### src/rtl/cpu_step_sequencer.sv
// Multi-cycle fetch/execute/memory sequencer for the RV32 core datapath.
// Optional performance counters are enabled by defining CPU_SEQ_PERF_EN.
module cpu_step_sequencer #(
  parameter int          XLEN         = 32,
  parameter int          IMEM_TIMEOUT = 255,
  parameter logic [31:0] NOP_CMD      = 32'h0000_0013
) (
  input  logic            clk,
  input  logic            rst,
  input  logic [XLEN-1:0] pc_in,
  output logic            ifu_req_valid,
  input  logic            ifu_req_ready,
  output logic [XLEN-1:0] ifu_addr,
  input  logic            ifu_rsp_valid,
  input  logic [31:0]     ifu_rsp_data,
  output logic [31:0]     cmd,
  input  logic            is_load,
  input  logic            is_store,
  input  logic            rf_wen_in,
  output logic            lsu_req_valid,
  input  logic            lsu_req_ready,
  input  logic            lsu_rsp_valid,
  output logic            pc_wen,
  output logic            rf_wen,
  output logic            halt,
  output logic            fault
`ifdef CPU_SEQ_PERF_EN
  ,
  output logic [63:0]     perf_cycle,
  output logic [63:0]     perf_instret
`endif
);

  localparam int CW = $clog2(IMEM_TIMEOUT + 1);
  localparam logic [CW-1:0] CNT_LAST   = CW'(IMEM_TIMEOUT - 1);
  localparam logic [31:0]   EBREAK_CMD = 32'h0010_0073;

  typedef enum logic [2:0] {
    S_FETCH, S_IWAIT, S_EXEC, S_MREQ, S_MWAIT, S_HALT, S_FAULT
  } state_t;

  state_t        state_reg, state_next;
  logic [31:0]   cmd_reg, cmd_next;
  logic [CW-1:0] cnt_reg, cnt_next;
  logic          load_reg, load_next;

  logic ifu_req_int, lsu_req_int, pc_wen_int, rf_wen_int;

  always_ff @(posedge clk) begin
    if (!rst) begin
      state_reg <= S_FETCH;
      cmd_reg   <= NOP_CMD;
      cnt_reg   <= '0;
      load_reg  <= 1'b0;
    end else begin
      state_reg <= state_next;
      cmd_reg   <= cmd_next;
      cnt_reg   <= cnt_next;
      load_reg  <= load_next;
    end
  end

  always_comb begin
    state_next  = state_reg;
    cmd_next    = cmd_reg;
    cnt_next    = cnt_reg;
    load_next   = load_reg;
    ifu_req_int = 1'b0;
    lsu_req_int = 1'b0;
    pc_wen_int  = 1'b0;
    rf_wen_int  = 1'b0;
    case (state_reg)
      S_FETCH: begin
        ifu_req_int = 1'b1;
        if (ifu_req_ready) begin
          state_next = S_IWAIT;
          cnt_next   = '0;
        end
      end
      S_IWAIT: begin
        if (ifu_rsp_valid) begin
          cmd_next   = ifu_rsp_data;
          state_next = S_EXEC;
        end else begin
          // The IMEM_TIMEOUT-th silent cycle leaves the counter at IMEM_TIMEOUT.
          cnt_next = cnt_reg + 1'b1;
          if (cnt_reg == CNT_LAST)
            state_next = S_FAULT;
        end
      end
      S_EXEC: begin
        if (cmd_reg == EBREAK_CMD) begin
          state_next = S_HALT;
        end else if (is_load || is_store) begin
          load_next  = is_load;
          state_next = S_MREQ;
        end else begin
          pc_wen_int = 1'b1;
          rf_wen_int = rf_wen_in;
          state_next = S_FETCH;
        end
      end
      S_MREQ: begin
        lsu_req_int = 1'b1;
        if (lsu_req_ready)
          state_next = S_MWAIT;
      end
      S_MWAIT: begin
        if (lsu_rsp_valid) begin
          pc_wen_int = 1'b1;
          rf_wen_int = rf_wen_in && load_reg;
          state_next = S_FETCH;
        end
      end
      S_HALT:  state_next = S_HALT;
      S_FAULT: state_next = S_FAULT;
      default: state_next = S_FETCH;
    endcase
  end

  // Outputs are forced low while reset is asserted so nothing leaks mid-reset.
  assign ifu_req_valid = rst && ifu_req_int;
  assign lsu_req_valid = rst && lsu_req_int;
  assign pc_wen        = rst && pc_wen_int;
  assign rf_wen        = rst && rf_wen_int;
  assign ifu_addr      = pc_in;
  assign cmd           = cmd_reg;
  assign halt          = (state_reg == S_HALT);
  assign fault         = (state_reg == S_FAULT);

`ifdef CPU_SEQ_PERF_EN
  logic [63:0] cycle_reg, instret_reg;

  always_ff @(posedge clk) begin
    if (!rst) begin
      cycle_reg   <= '0;
      instret_reg <= '0;
    end else begin
      if (state_reg != S_HALT && state_reg != S_FAULT)
        cycle_reg <= cycle_reg + 64'd1;
      if (pc_wen_int)
        instret_reg <= instret_reg + 64'd1;
    end
  end

  assign perf_cycle   = cycle_reg;
  assign perf_instret = instret_reg;
`endif

endmodule

### config.mk
export PLATFORM = sky130hd
export DESIGN_NAME = cpu_step_sequencer
export DESIGN_NICKNAME = d
export VERILOG_FILES = /design/src/rtl/cpu_step_sequencer.sv
export SDC_FILE = /design/constraint.sdc
export NUM_CORES = 1
export LEC_CHECK = 0
export BUFFER_PORTS_ARGS = -buffer_cell sky130_fd_sc_hd__buf_2
export CAP_MARGIN = 5
export CORE_ASPECT_RATIO = 0.6
export CORE_UTILIZATION = 42
export DETAILED_ROUTE_END_ITERATION = 10
export GPL_TIMING_DRIVEN = 1
export PLACE_DENSITY = 0.76
export RECOVER_POWER = 25
export SETUP_SLACK_MARGIN = 0.3
export SLEW_MARGIN = 10
export SYNTH_ARGS = -nofsm -noshare
export SYNTH_HDL_FRONTEND = slang
export SYNTH_SLANG_ARGS = --single-unit
export TNS_END_PERCENT = 50
### constraint.sdc
create_clock -name clk -period 1.7 [get_ports clk]
set_input_delay 0.34 -clock clk [delete_from_list [all_inputs] [get_ports clk]]
set_output_delay 0.34 -clock clk [all_outputs]
set_load 0.02 [all_outputs]
Word-level counts from Yosys, hierarchy flattened
Index checks and enable logic that the tools add are counted.
- magnitude comparators: 0
- equal/unequal tests: 13
- divide/modulo/power cells: 0
- reduce and logical (&&, ||, !) cells: 12
- shifts and indexed selects: 0
- multiplexer cells: 21
- bitwise logic cells: 1
- add/sub/neg operators: 1
- multiply operators: 0
- operator list (cell ; count):
    32-bit by 21-bit == test with 1-bit output, second input constant ; 1
    3-bit one-hot mux with 7 select lines ; 1
    3-bit 2-to-1 mux ; 6
    8-bit 2-to-1 mux ; 2
    8-bit one-hot mux with 2 select lines ; 1
    3-bit == test, second input constant ; 3
    8-bit by 1-bit adder with 8-bit output, second input constant ; 1
    8-bit == test, second input constant ; 1
    1-bit 2-to-1 mux ; 8
    2-bit inequality test, second input constant ; 4
    3-bit by 2-bit == test with 1-bit output, second input constant ; 2
    3-bit AND reduction ; 2
    1-bit logical AND ; 5
    1-bit one-hot mux with 2 select lines ; 2
    4-bit AND reduction ; 1
    3-bit by 1-bit == test with 1-bit output, second input constant ; 1
    3-bit zero test ; 1
    3-bit inequality test, second input constant ; 1
    2-bit 2-to-1 mux ; 1
    2-bit AND reduction ; 1
    2-bit nonzero test ; 1
    1-bit logical OR ; 1
    1-bit inverter ; 1
- RAM bits: 0
- bits of input ports: 73
- memory bits (read-only): 0
- word-level logic and storage cells: 52
- output and inout port bits: 70
- flip-flop bits (word level): 44
- memories kept: 0
- bits in latches: 0

Logic depth before layout (Yosys ltp)
- word-level depth: 5
- gate-level depth with buffers: 7
- mapped depth without buffers: 5

Worst setup path after synthesis
OpenSTA, ideal clock, no wires.
- kind: reg2out
- start point: register cmd_reg[1], in the netlist cmd[1]
- end point: output rf_wen
- buffers on the path: 0
- arrival: 1.334 ns
- stages on the path, launching flop included: 5
- data required time: 1.360 ns
- path slack: 0.026 ns
- cell sequence: dfxtp_1 > nor4bb_1 > nand4_1 > o21ai_1 > o22ai_1
- word-level cells in the longest chain between the ends: 4
- RTL lines (what ; RTL line ; RTL):
    from (decl) ; 43 ; logic [31:0] cmd_reg, cmd_next;
    from (signal assigned) ; 57 ; cmd_reg <= cmd_next;
    32-bit by 21-bit == test with 1-bit output ; 92 ; if (cmd_reg == EBREAK_CMD) begin
    1-bit 2-to-1 mux ; 92 ;
    1-bit one-hot mux with 2 select lines ; 72 ; case (state_reg)
    1-bit logical AND ; 125 ; assign rf_wen = rst && rf_wen_int;
    to (decl) ; 24 ; output logic rf_wen,
Every way passes these cells.

Worst setup path after layout
- start point: register cmd_reg[10], in the netlist cmd[10]
- end point: output rf_wen
The elaborated chain is that of the path after synthesis.

==> impl_metrics.json <==
{
  "r2r_slack_ps": -30,
  "hold_path.class": "primary input to register",
  "largest_reg_flops": 32,
  "reg2reg_depth": 6,
  "hold-path-endpoint": "cmd[29]",
  "grt_max_degree": 33,
  "p_per_area_mw_per_mm2": 679,
  "nets": 444,
  "hold_viol_final": 0,
  "grt_usage_pct": 22.8,
  "setup_tns_ps": -907,
  "die_y_um": 58.0,
  "end_kind": "primary output",
  "htreeDepth": 2,
  "cp_max_fo": 3,
  "report.final.slew_viol_count": 0,
  "crit_path_start_kind": "register",
  "synth.area.top_cells": "dfxtp_1, nand2_1, buf_4, a21oi_1, nor2_1",
  "min_period_over_period_pct": 126,
  "diodes": 0,
  "drcViolationCount": 0,
  "synth_top_cell_by_area": "dfxtp_1",
  "maxCapViolCount": 0,
  "synth_edf_count": 0,
  "ys_ff_latch": 44,
  "worstHoldStart": "ifu_rsp_data[29]",
  "grt_pass1_vias": 2009,
  "io_buffers": 78,
  "clockBufferDepth": 2,
  "multiInputGateArea_mm2": 0.00157,
  "antenna_found_initial": 0,
  "arrival_ps": 1800,
  "synthesis.area_mm2": 0.00219,
  "dpl.hpwl_um": 4370,
  "status": "finished with violations",
  "drt-initial-drc-count": 100,
  "synth_ff_type": "dfxtp_1",
  "synthMuxAreaShare_pct": 0,
  "cts_tree": "done",
  "regArea_um2": 918,
  "ys_types": 45,
  "dieArea_mm2": 0.00552,
  "max-slew-margin-rel_pct": 67.5,
  "critPathKind": "register to primary output",
  "ir_drop_uv": 376,
  "r2r_end": "state_reg[2]",
  "synth_top_family_by_area": "simple AND/OR/NAND/NOR gates",
  "synthAdderAreaFrac_pct": 1.14,
  "timing.fmax_ghz": 0.467,
  "worst-slew-pin-transition_ps": 487,
  "violations": "negative setup slack",
  "yosysWarnings": 0,
  "setup_slack_ps": -441,
  "setup_viol": 4,
  "routedWlPerCell_um": 17.3,
  "viasPerCell": 5.41,
  "wl_um": 7480,
  "p_leak_uw": 0.00164,
  "synth_nets": 356,
  "cts_buffers": 5,
  "initial_core_util_pct": 45.9,
  "ys_seq_area_share_pct": 40.2,
  "dr.pass1.iters": 4,
  "grt_remaining_overflow": 0,
  "synth_xor_area_share_pct": 1.20,
  "post-route-min-period_ps": 2140,
  "syn_inst": 281,
  "synth_simple_gate_area_share_pct": 26.4,
  "vias": 2341,
  "cts_sinks": 44,
  "boundaryPins": 143,
  "rsz0062_at_grt": "true",
  "fin_skew_ps": 1.94,
  "dp_slack_ps": -106,
  "n_fill_cell": 321,
  "syn_area_per_cell_um2": 7.81,
  "drive_gt1_share_pct": 65.4,
  "worstPathRequired_ps": 1360,
  "clkLatencyLatePin_ps": 290,
  "gp_congestion": 0.873,
  "clkSlewWorstSetupHoldPaths_ps": 80,
  "r2r_start": "cmd[10]",
  "synth_top_cell_area_share_pct": 40.2,
  "async_flop_share_pct": 0,
  "ant_nets": 0,
  "syn_to_final_growth_pct": 63.8,
  "grt_pass1_wl_um": 9540,
  "fp.dieW_um": 95.3,
  "postCtsHoldBufs": 0,
  "coreArea_mm2": 0.00478,
  "synth_compound_area_share_pct": 16.8,
  "hold_path_depth": 3,
  "root_buffer": "clkbuf_8",
  "rows": 19
}
==> kinds of logic (layout without fill, tap and decap cells) <==
| family | after synthesis | after routing |
|---|---|---|
| adders and majority gates | 2 | 2 |
| DFF | 44 | 44 |
| AOI/OAI and AO/OA | 60 | 60 |
| buffers and inverters | 49 | 138 |
| xor gates and xnor gates | 3 | 3 |
| and+or+nand+nor | 123 | 123 |
==> worst max-delay path, stage by stage, from the launching register on <==
cell,delay (ps)
dfxtp_1,340
nor4_1,380
nand4_1,260
o21ai_4,270
o22ai_2,100
buf_2,160
==> placed cells by master (no fill, tap or decap), drive strengths merged, types with 3 or more instances in the layout <==
cell / netlist / routed
o211ai: 5 / 5
nand2: 75 / 75
xor2: 3 / 3
dfxtp: 44 / 44
o21ai: 4 / 4
nand3: 8 / 8
nor4: 4 / 4
nor2: 13 / 13
inv: 3 / 3
buf: 36 / 124
clkbuf: 10 / 9
o31ai: 4 / 4
a21oi: 36 / 36
==> cell type report <==
type | instances | share of cell area, %
flip-flops and latches | 44 | 25.6
clock buffers | 6 | 2.02
repair buffers | 127 | 25.6
inverters | 3 | 0.522
multi-input cells | 188 | 43.8
clock inverters | 2 | 0.313
well taps | 63 | 2.19
==> Yosys cell counts, types with 2 or more instances <==
cell type and count:
a21oi_1 36, and2_1 2, buf_2 3, buf_4 32, clkbuf_1 10, dfxtp_1 44
ha_1 2, inv_1 2, nand2_1 75, nand2b_1 2, nand3_1 8, nand4_1 2
nand4b_1 2, nor2_1 12, nor3_1 2, nor4_1 4, nor4b_1 2, nor4bb_1 2
o2111ai_1 2, o211ai_1 4, o21ai_0 2, o22ai_1 2, o31ai_1 4, or4_1 2
xor2_1 3
==> worst max-delay path by stage <==
stage          cells after the start  startpoint  endpoint  slack, ps
4_1_cts                            6     cmd[14]    rf_wen       -400
6_report                           5     cmd[10]    rf_wen       -440
5_1_grt                            5     cmd[19]    rf_wen       -480
3_5_place_dp                       5      cmd[4]    rf_wen       -110
2_1_floorplan                      4      cmd[4]    rf_wen        110
3_3_place_gp                       5     cmd[25]    rf_wen        -70
==> what timing repair did <==
action	CTS	global route
cloned	0	3
endpoints found under the hold margin	0	0
pin swaps	18	68
resized for setup	45	116
setup buffers	10	4
endpoints found under the setup margin	14	38
==> where the power goes <==
part / total, µW / internal, µW / leakage (µW) / switching, µW
sequential: 1110 / 1070 / 0.000365 / 39.9
combinational: 688 / 312 / 0.00124 / 376
clock: 636 / 285 / 0.0000388 / 351
total: 2440 / 1670 / 0.00164 / 767
==> metrics by stage <==
step / utilization (%) / instance area, µm² / hold slack [ps] / power, µW / cells
after floorplan: - / 2260 / 448 / 1470 / 281
after global placement: 56.2 / 2690 / 449 / 1560 / 408
after detailed placement: 56.2 / 2690 / 459 / 1570 / 408
after CTS: 62.8 / 3000 / 269 / 2250 / 426
after global routing: 75.2 / 3590 / 275 / 2540 / 433
final: 75.2 / 3590 / 281 / 2440 / 433
==> layer usage <==
layer | part of all wire, % | vias to the layer above | track usage [%]
li1 | - | 1110 | -
met2 | 47 | 115 | 32.8
met1 | 44 | 1105 | 32.5
met3 | 8.0 | 11 | 6.30
met5 | 0 | - | 0
met4 | 0.99 | 0 | 8.01
No activity file was read; power rests on OpenSTA's default activity.
